`src/rtl/game_sequencer_pkg.sv`:
```
// Shared definitions for the two-player board game sequencer: FSM states,
// winner encodings and the characters announced over the UART.
package game_sequencer_pkg;

    typedef enum logic [2:0] {
        IDLE       = 3'd0,
        WAIT_READY = 3'd1,
        WAIT_VALID = 3'd2,
        CHECK      = 3'd3,
        ANNOUNCE   = 3'd4,
        DONE       = 3'd5
    } state_e;

    localparam logic [1:0] WIN_NONE = 2'd0;
    localparam logic [1:0] WIN_A    = 2'd1;
    localparam logic [1:0] WIN_B    = 2'd2;
    localparam logic [1:0] WIN_DRAW = 2'd3;

    localparam logic [7:0] CHAR_A = 8'h41;
    localparam logic [7:0] CHAR_B = 8'h42;
    localparam logic [7:0] CHAR_D = 8'h44;

    function automatic logic [7:0] win_char(input logic [1:0] w);
        logic [7:0] c;
        case (w)
            WIN_A:    c = CHAR_A;
            WIN_B:    c = CHAR_B;
            WIN_DRAW: c = CHAR_D;
            default:  c = 8'h00;
        endcase
        return c;
    endfunction

endpackage

```
`src/rtl/game_sequencer_line_checker.sv`:
```
// Combinational detector: reports whether a board holds any complete row,
// column, or (square boards only) either complete diagonal.
module line_checker #(
    parameter int ROWS = 3,
    parameter int COLS = 3
) (
    input  logic [ROWS*COLS-1:0] board_i,
    output logic                 win_o
);

    localparam int N = ROWS * COLS;
    localparam logic [N-1:0] ONE      = N'(1);
    localparam logic [N-1:0] ROW_MASK = N'({COLS{1'b1}});

    logic [N-1:0] mask_s;

    // Build each candidate line as a bit mask and test it against the board.
    always_comb begin
        win_o  = 1'b0;
        mask_s = '0;
        for (int r = 0; r < ROWS; r++) begin
            mask_s = ROW_MASK << (r * COLS);
            win_o  = win_o | ((board_i & mask_s) == mask_s);
        end
        for (int c = 0; c < COLS; c++) begin
            mask_s = '0;
            for (int r = 0; r < ROWS; r++) begin
                mask_s = mask_s | (ONE << (r * COLS + c));
            end
            win_o = win_o | ((board_i & mask_s) == mask_s);
        end
        if (ROWS == COLS) begin
            mask_s = '0;
            for (int i = 0; i < ROWS; i++) begin
                mask_s = mask_s | (ONE << (i * COLS + i));
            end
            win_o  = win_o | ((board_i & mask_s) == mask_s);
            mask_s = '0;
            for (int i = 0; i < ROWS; i++) begin
                mask_s = mask_s | (ONE << (i * COLS + (COLS - 1 - i)));
            end
            win_o = win_o | ((board_i & mask_s) == mask_s);
        end else begin
            win_o = win_o;
        end
    end

endmodule

```
`src/rtl/game_sequencer.sv`:
```
// Game sequencer: alternates moves between players through an external
// user-input block, detects win/draw/forfeit and announces the result on UART.
module game_sequencer
    import game_sequencer_pkg::*;
#(
    parameter int ROWS      = 3,
    parameter int COLS      = 3,
    parameter int MAX_RETRY = 3
) (
    input  logic                 clk,
    input  logic                 reset,
    input  logic                 start,
    output logic                 ui_req,
    output logic                 ui_target_a,
    output logic [ROWS*COLS-1:0] ui_board_a,
    output logic [ROWS*COLS-1:0] ui_board_b,
    input  logic                 ui_ready,
    input  logic                 ui_valid,
    input  logic                 ui_error,
    input  logic [ROWS*COLS-1:0] ui_board_a_out,
    input  logic [ROWS*COLS-1:0] ui_board_b_out,
    input  logic                 sub_uart_wr,
    input  logic [7:0]           sub_uart_d,
    output logic                 uart_wr,
    output logic [7:0]           uart_d,
    input  logic                 uart_ready,
    output logic                 busy,
    output logic                 game_over,
    output logic [1:0]           winner,
    output logic [ROWS*COLS-1:0] board_a,
    output logic [ROWS*COLS-1:0] board_b,
    output logic [3:0]           retry_cnt
);

    localparam int N = ROWS * COLS;
    localparam logic [3:0] RETRY_LIMIT = 4'(MAX_RETRY);

    state_e       state_q, state_d;
    logic [N-1:0] board_a_q, board_a_d, board_b_q, board_b_d;
    logic [3:0]   retry_q, retry_d, retry_inc_s;
    logic [1:0]   winner_q, winner_d;
    logic         target_a_q, target_a_d;
    logic         game_over_q, game_over_d;
    logic         busy_q, busy_d;
    logic         own_wr_s, win_s;
    logic [7:0]   own_d_s;

    line_checker #(.ROWS(ROWS), .COLS(COLS)) u_line_checker (
        .board_i (target_a_q ? board_a_q : board_b_q),
        .win_o   (win_s)
    );

    assign retry_inc_s = (retry_q == RETRY_LIMIT) ? retry_q : retry_q + 4'd1;

    // State and datapath registers.
    always_ff @(posedge clk or negedge reset) begin
        if (!reset) begin
            state_q     <= IDLE;
            board_a_q   <= '0;
            board_b_q   <= '0;
            retry_q     <= 4'd0;
            winner_q    <= WIN_NONE;
            target_a_q  <= 1'b1;
            game_over_q <= 1'b0;
            busy_q      <= 1'b0;
        end else begin
            state_q     <= state_d;
            board_a_q   <= board_a_d;
            board_b_q   <= board_b_d;
            retry_q     <= retry_d;
            winner_q    <= winner_d;
            target_a_q  <= target_a_d;
            game_over_q <= game_over_d;
            busy_q      <= busy_d;
        end
    end

    // Next-state logic plus the single-cycle ui_req / own UART strobes.
    always_comb begin
        state_d     = state_q;
        board_a_d   = board_a_q;
        board_b_d   = board_b_q;
        retry_d     = retry_q;
        winner_d    = winner_q;
        target_a_d  = target_a_q;
        game_over_d = game_over_q;
        busy_d      = busy_q;
        ui_req      = 1'b0;
        own_wr_s    = 1'b0;
        own_d_s     = 8'h00;
        case (state_q)
            IDLE, DONE: begin
                if (start) begin
                    board_a_d   = '0;
                    board_b_d   = '0;
                    retry_d     = 4'd0;
                    winner_d    = WIN_NONE;
                    target_a_d  = 1'b1;
                    game_over_d = 1'b0;
                    busy_d      = 1'b1;
                    state_d     = WAIT_READY;
                end else begin
                    state_d = state_q;
                end
            end
            WAIT_READY: begin
                if (ui_ready) begin
                    ui_req  = 1'b1;
                    state_d = WAIT_VALID;
                end else begin
                    state_d = WAIT_READY;
                end
            end
            WAIT_VALID: begin
                if (ui_valid && ui_error) begin
                    retry_d = retry_inc_s;
                    if (retry_inc_s == RETRY_LIMIT) begin
                        winner_d = target_a_q ? WIN_B : WIN_A;
                        state_d  = ANNOUNCE;
                    end else begin
                        state_d = WAIT_READY;
                    end
                end else if (ui_valid) begin
                    board_a_d = ui_board_a_out;
                    board_b_d = ui_board_b_out;
                    retry_d   = 4'd0;
                    state_d   = CHECK;
                end else begin
                    state_d = WAIT_VALID;
                end
            end
            CHECK: begin
                // A completed line beats a full board.
                if (win_s) begin
                    winner_d = target_a_q ? WIN_A : WIN_B;
                    state_d  = ANNOUNCE;
                end else if (&(board_a_q | board_b_q)) begin
                    winner_d = WIN_DRAW;
                    state_d  = ANNOUNCE;
                end else begin
                    target_a_d = ~target_a_q;
                    state_d    = WAIT_READY;
                end
            end
            ANNOUNCE: begin
                own_d_s = win_char(winner_q);
                if (uart_ready) begin
                    own_wr_s    = 1'b1;
                    busy_d      = 1'b0;
                    game_over_d = 1'b1;
                    state_d     = DONE;
                end else begin
                    state_d = ANNOUNCE;
                end
            end
            default: begin
                state_d = IDLE;
            end
        endcase
    end

    assign uart_wr     = (state_q == ANNOUNCE) ? own_wr_s : sub_uart_wr;
    assign uart_d      = (state_q == ANNOUNCE) ? own_d_s  : sub_uart_d;
    assign ui_target_a = target_a_q;
    assign ui_board_a  = board_a_q;
    assign ui_board_b  = board_b_q;
    assign board_a     = board_a_q;
    assign board_b     = board_b_q;
    assign busy        = busy_q;
    assign game_over   = game_over_q;
    assign winner      = winner_q;
    assign retry_cnt   = retry_q;

endmodule

```
`config.mk`:
```
export PLATFORM = sky130hd
export DESIGN_NAME = game_sequencer
export DESIGN_NICKNAME = d
export VERILOG_FILES = /design/src/rtl/game_sequencer_pkg.sv /design/src/rtl/game_sequencer_line_checker.sv /design/src/rtl/game_sequencer.sv
export SDC_FILE = /design/constraint.sdc
export NUM_CORES = 1
export LEC_CHECK = 0
export CAP_MARGIN = 25
export CORE_ASPECT_RATIO = 0.8
export CORE_MARGIN = 5
export CORE_UTILIZATION = 37
export DETAILED_ROUTE_END_ITERATION = 10
export PLACE_DENSITY_LB_ADDON = 0.12
export SYNTH_ARGS = -nofsm -noshare
export SYNTH_HDL_FRONTEND = slang
export SYNTH_SLANG_ARGS = --single-unit
```
`constraint.sdc`:
```
create_clock -name clk -period 2.32 [get_ports clk]
set_input_delay 0.464 -clock clk [delete_from_list [all_inputs] [get_ports clk]]
set_output_delay 0.464 -clock clk [all_outputs]
set_load 0.01 [all_outputs]
```
==> flow_summary.toml <==
[outcome]
run_status = "finished clean"

[route]
drc = 0
dr_total_vias = 1841
dr.pass1.iters = 4
drt_iter0_markers = 107
drt-total-wl_microns = 5400
viasPerCell = 5.20
post_drt_wl_per_cell_microns = 15.3
ant_nets = 0

[critical_path]
rr_endpoint = "winner[1]$_DFFE_PN0P_"
worst_r2r_path_depth = 7
cp.required_ps = 2480
criticalPathCategory = "reg2reg"
ff2ff_setup_slack_ps = 100
regToRegStartpoint = "retry_cnt[1]$_DFFE_PN0P_"
cp-end-kind = "register"
worstPathArrival_ps = 2390
startpoint_type = "register"
path_max_fanout = 2

[floorplan]
die_area_sq_um = 6590
core_sq_um = 4950
boundaryPins = 89
initial_core_util = 0.378
fp.dieW_microns = 89.5
die_h_microns = 73.6
placementRows = 23

[min_path]
hp-class = "reg2reg"
hold-path-cell-count = 2
holdPathEnd = "busy$_DFFE_PN0P_"
hp-start = "busy$_DFFE_PN0P_"

[cells_and_area]
fin_cells = 354
register_area_sq_um = 753
design_area_sq_um = 2910
syn2layout_area_growth_pct = 55.7
fillers = 482
fin_nets = 326
multiInputGateArea_sq_um = 926
layout-drive-gt1-share = 0.134
diodes = 0

[clock_network]
cts_root_buf = "clkbuf_8"
cts_tree = "yes"
cts_made_buffers = 5
holdBufCountCts = 0
clock_sinks = 30
path_clk_slew_ps = 60
clkLatencyLatePin_ps = 280
cts_htree_levels = 2
cts_buffer_depth = 2

[yosys]
syn_avg_cell_area_sq_um = 9.21
synth.distinct_cells = 42
synth.largest_area_cell = "dfrtp_1"
synth_top_area_frac = 0.388
synth.most_common_cell = "dfrtp_1"
synth_edf_count = 0
syn-num-nets = 238
synthCells = 203
syn_area_sq_um = 1870
synth_flop_cell = "dfrtp_1"
synthTopCellsByCount = "dfrtp_1, a22o_1, buf_4"
synthArstFlopShare = 1.00
ys_seq_area_frac = 0.402
ys_seq_elements = 30
synth_area_leaders = "dfrtp_1, a22o_1, buf_4, nand2_1, a22oi_1"
ys.warnings.count = 0

[placed_design]
dpl_cell_area_sq_um = 2790
place.gp.congestion = 0.821
post-dp-hpwl_microns = 4150
placedCellCount = 344
post-place-ws_ps = 67.7
numPortBuffers = 88

[power]
pwr-share-comb = 0.511
power_frac_seq = 0.338
pwr-share-clk = 0.151
peakVddDrop_v = 0.000450
p_per_area_nw_per_um2 = 963
switching_share = 0.376
p_int_mw = 1.75
p_leak_nw = 1.23
p_switching_mw = 1.05

[grt]
grt_pass1_wl_microns = 8720
grt_max_degree = 31
antenna_found_initial = 0
track_usage = 0.170
grt_overflow = 0
grt_pass1_vias = 1733

[sta]
maxSlewViolCount = 0
timing.final.hold_violations = 0
tightest_slew_ps = 446
setup_slack_ps = 95.8
fmax_mhz = 450
period_minus_slack_ps = 2220
finalCritPeriodShare = 0.959
clock_skew_ps = 5.97
setup_tns_ps = 0
relSlewSlack = 0.702
finalSetupViolCount = 0

[job]
maxCapViolCount = 0
[worst max path at each step]
| stage | end | cells after the start | start | slack, ps |
|---|---|---|---|---|
| 5_1_grt | winner[1]$_DFFE_PN0P_ | 7 | retry_cnt[1]$_DFFE_PN0P_ | -3 |
| 2_1_floorplan | winner[1]$_DFFE_PN0P_ | 7 | retry_cnt[1]$_DFFE_PN0P_ | 10 |
| 3_5_place_dp | winner[1]$_DFFE_PN0P_ | 7 | start | 70 |
| 4_1_cts | uart_d[6] | 6 | state_q[0]$_DFFE_PN0N_ | 20 |
| 3_3_place_gp | winner[1]$_DFFE_PN0P_ | 7 | start | 80 |
| 6_report | winner[1]$_DFFE_PN0P_ | 7 | retry_cnt[1]$_DFFE_PN0P_ | 100 |
[cells by family (layout without fill, tap and decap cells)]
logic type	count (synthesis)	after routing	synth area share
compound gates	68	68	0.267
mux	5	5	0.0301
simple gates	62	62	0.179
fa+ha+maj	1	1	0.00669
buf+inv	36	125	0.111
flops	30	30	0.402
xor+xnor	1	1	0.00468
[power by group through the flow]
stage	Combinational (mW)	Clock, mW	Sequential [mW]
2_1_floorplan	0.771	0	0.937
3_3_place_gp	1.42	0	0.950
3_5_place_dp	1.43	0	0.951
4_1_cts	1.43	0.440	0.947
5_1_grt	1.56	0.466	0.988
6_report	1.43	0.424	0.946
[layout make-up]
type | instances | share of cell area
clock inverters | 1 | 0.00172
well taps | 62 | 0.0266
repair buffers | 107 | 0.352
clock buffers | 7 | 0.0297
flip-flops and latches | 30 | 0.259
multi-input cells | 137 | 0.318
inverters | 10 | 0.0129
[per-stage QoR]
| stage | power, mW | util | hold WS [ps] |
|---|---|---|---|
| 4_1_cts | 2.82 | 0.583 | 542 |
| 6_report | 2.80 | 0.588 | 532 |
| 2_1_floorplan | 1.71 | - | 168 |
| 3_5_place_dp | 2.38 | 0.564 | 522 |
| 3_3_place_gp | 2.37 | 0.564 | 518 |
| 5_1_grt | 3.01 | 0.588 | 583 |
[repair_timing]
item,CTS,global route
setup buffers,0,2
gates cloned,0,0
pin swaps,0,2
endpoints found under the setup margin,3,3
resized for setup,3,5
[routing by layer]
metal  routed length (microns)  vias up  GRT usage
met1                      2780      867      0.267
met2                      2330       64      0.234
met3                       288        2     0.0381
met5                         0        -          0
met4                        14        0     0.0397
li1                          -      908          -
[cells in the final DEF (no fill, tap or decap), drive strengths merged, types with 2 or more instances in the layout]
cell / instances
a21oi: 11
a22o: 18
a22oi: 8
a32o: 2
buf: 19
clkbuf: 7
clkdlybuf4s50: 84
dfrtp: 29
dlygate4sd2: 2
dlymetal6s2s: 2
inv: 10
mux2: 2
mux2i: 3
nand2: 17
nand2b: 8
nand3: 4
nand3b: 3
nand4b: 2
nor2: 11
nor2b: 7
nor3: 3
o21ai: 9
o21bai: 3
o22ai: 3
o31ai: 3
o32ai: 5
[worst max-delay path, stage by stage (launching register included)]
cell	delay, ps
dfrtp_1	360
ha_2	180
or3b_4	390
mux2i_2	170
nor4b_2	330
nand2_1	120
a32o_2	270
mux2_4	290
[flip-flops by register name, summed over array words and instances, names as in the netlist]
| signal | count |
|---|---|
| ui_target_a | 1 |
| game_over | 1 |
| retry_cnt | 4 |
| winner | 2 |
| board_b | 9 |
| busy | 1 |
| board_a | 9 |
| state_q | 3 |
Power figures use the tool's default switching activity.
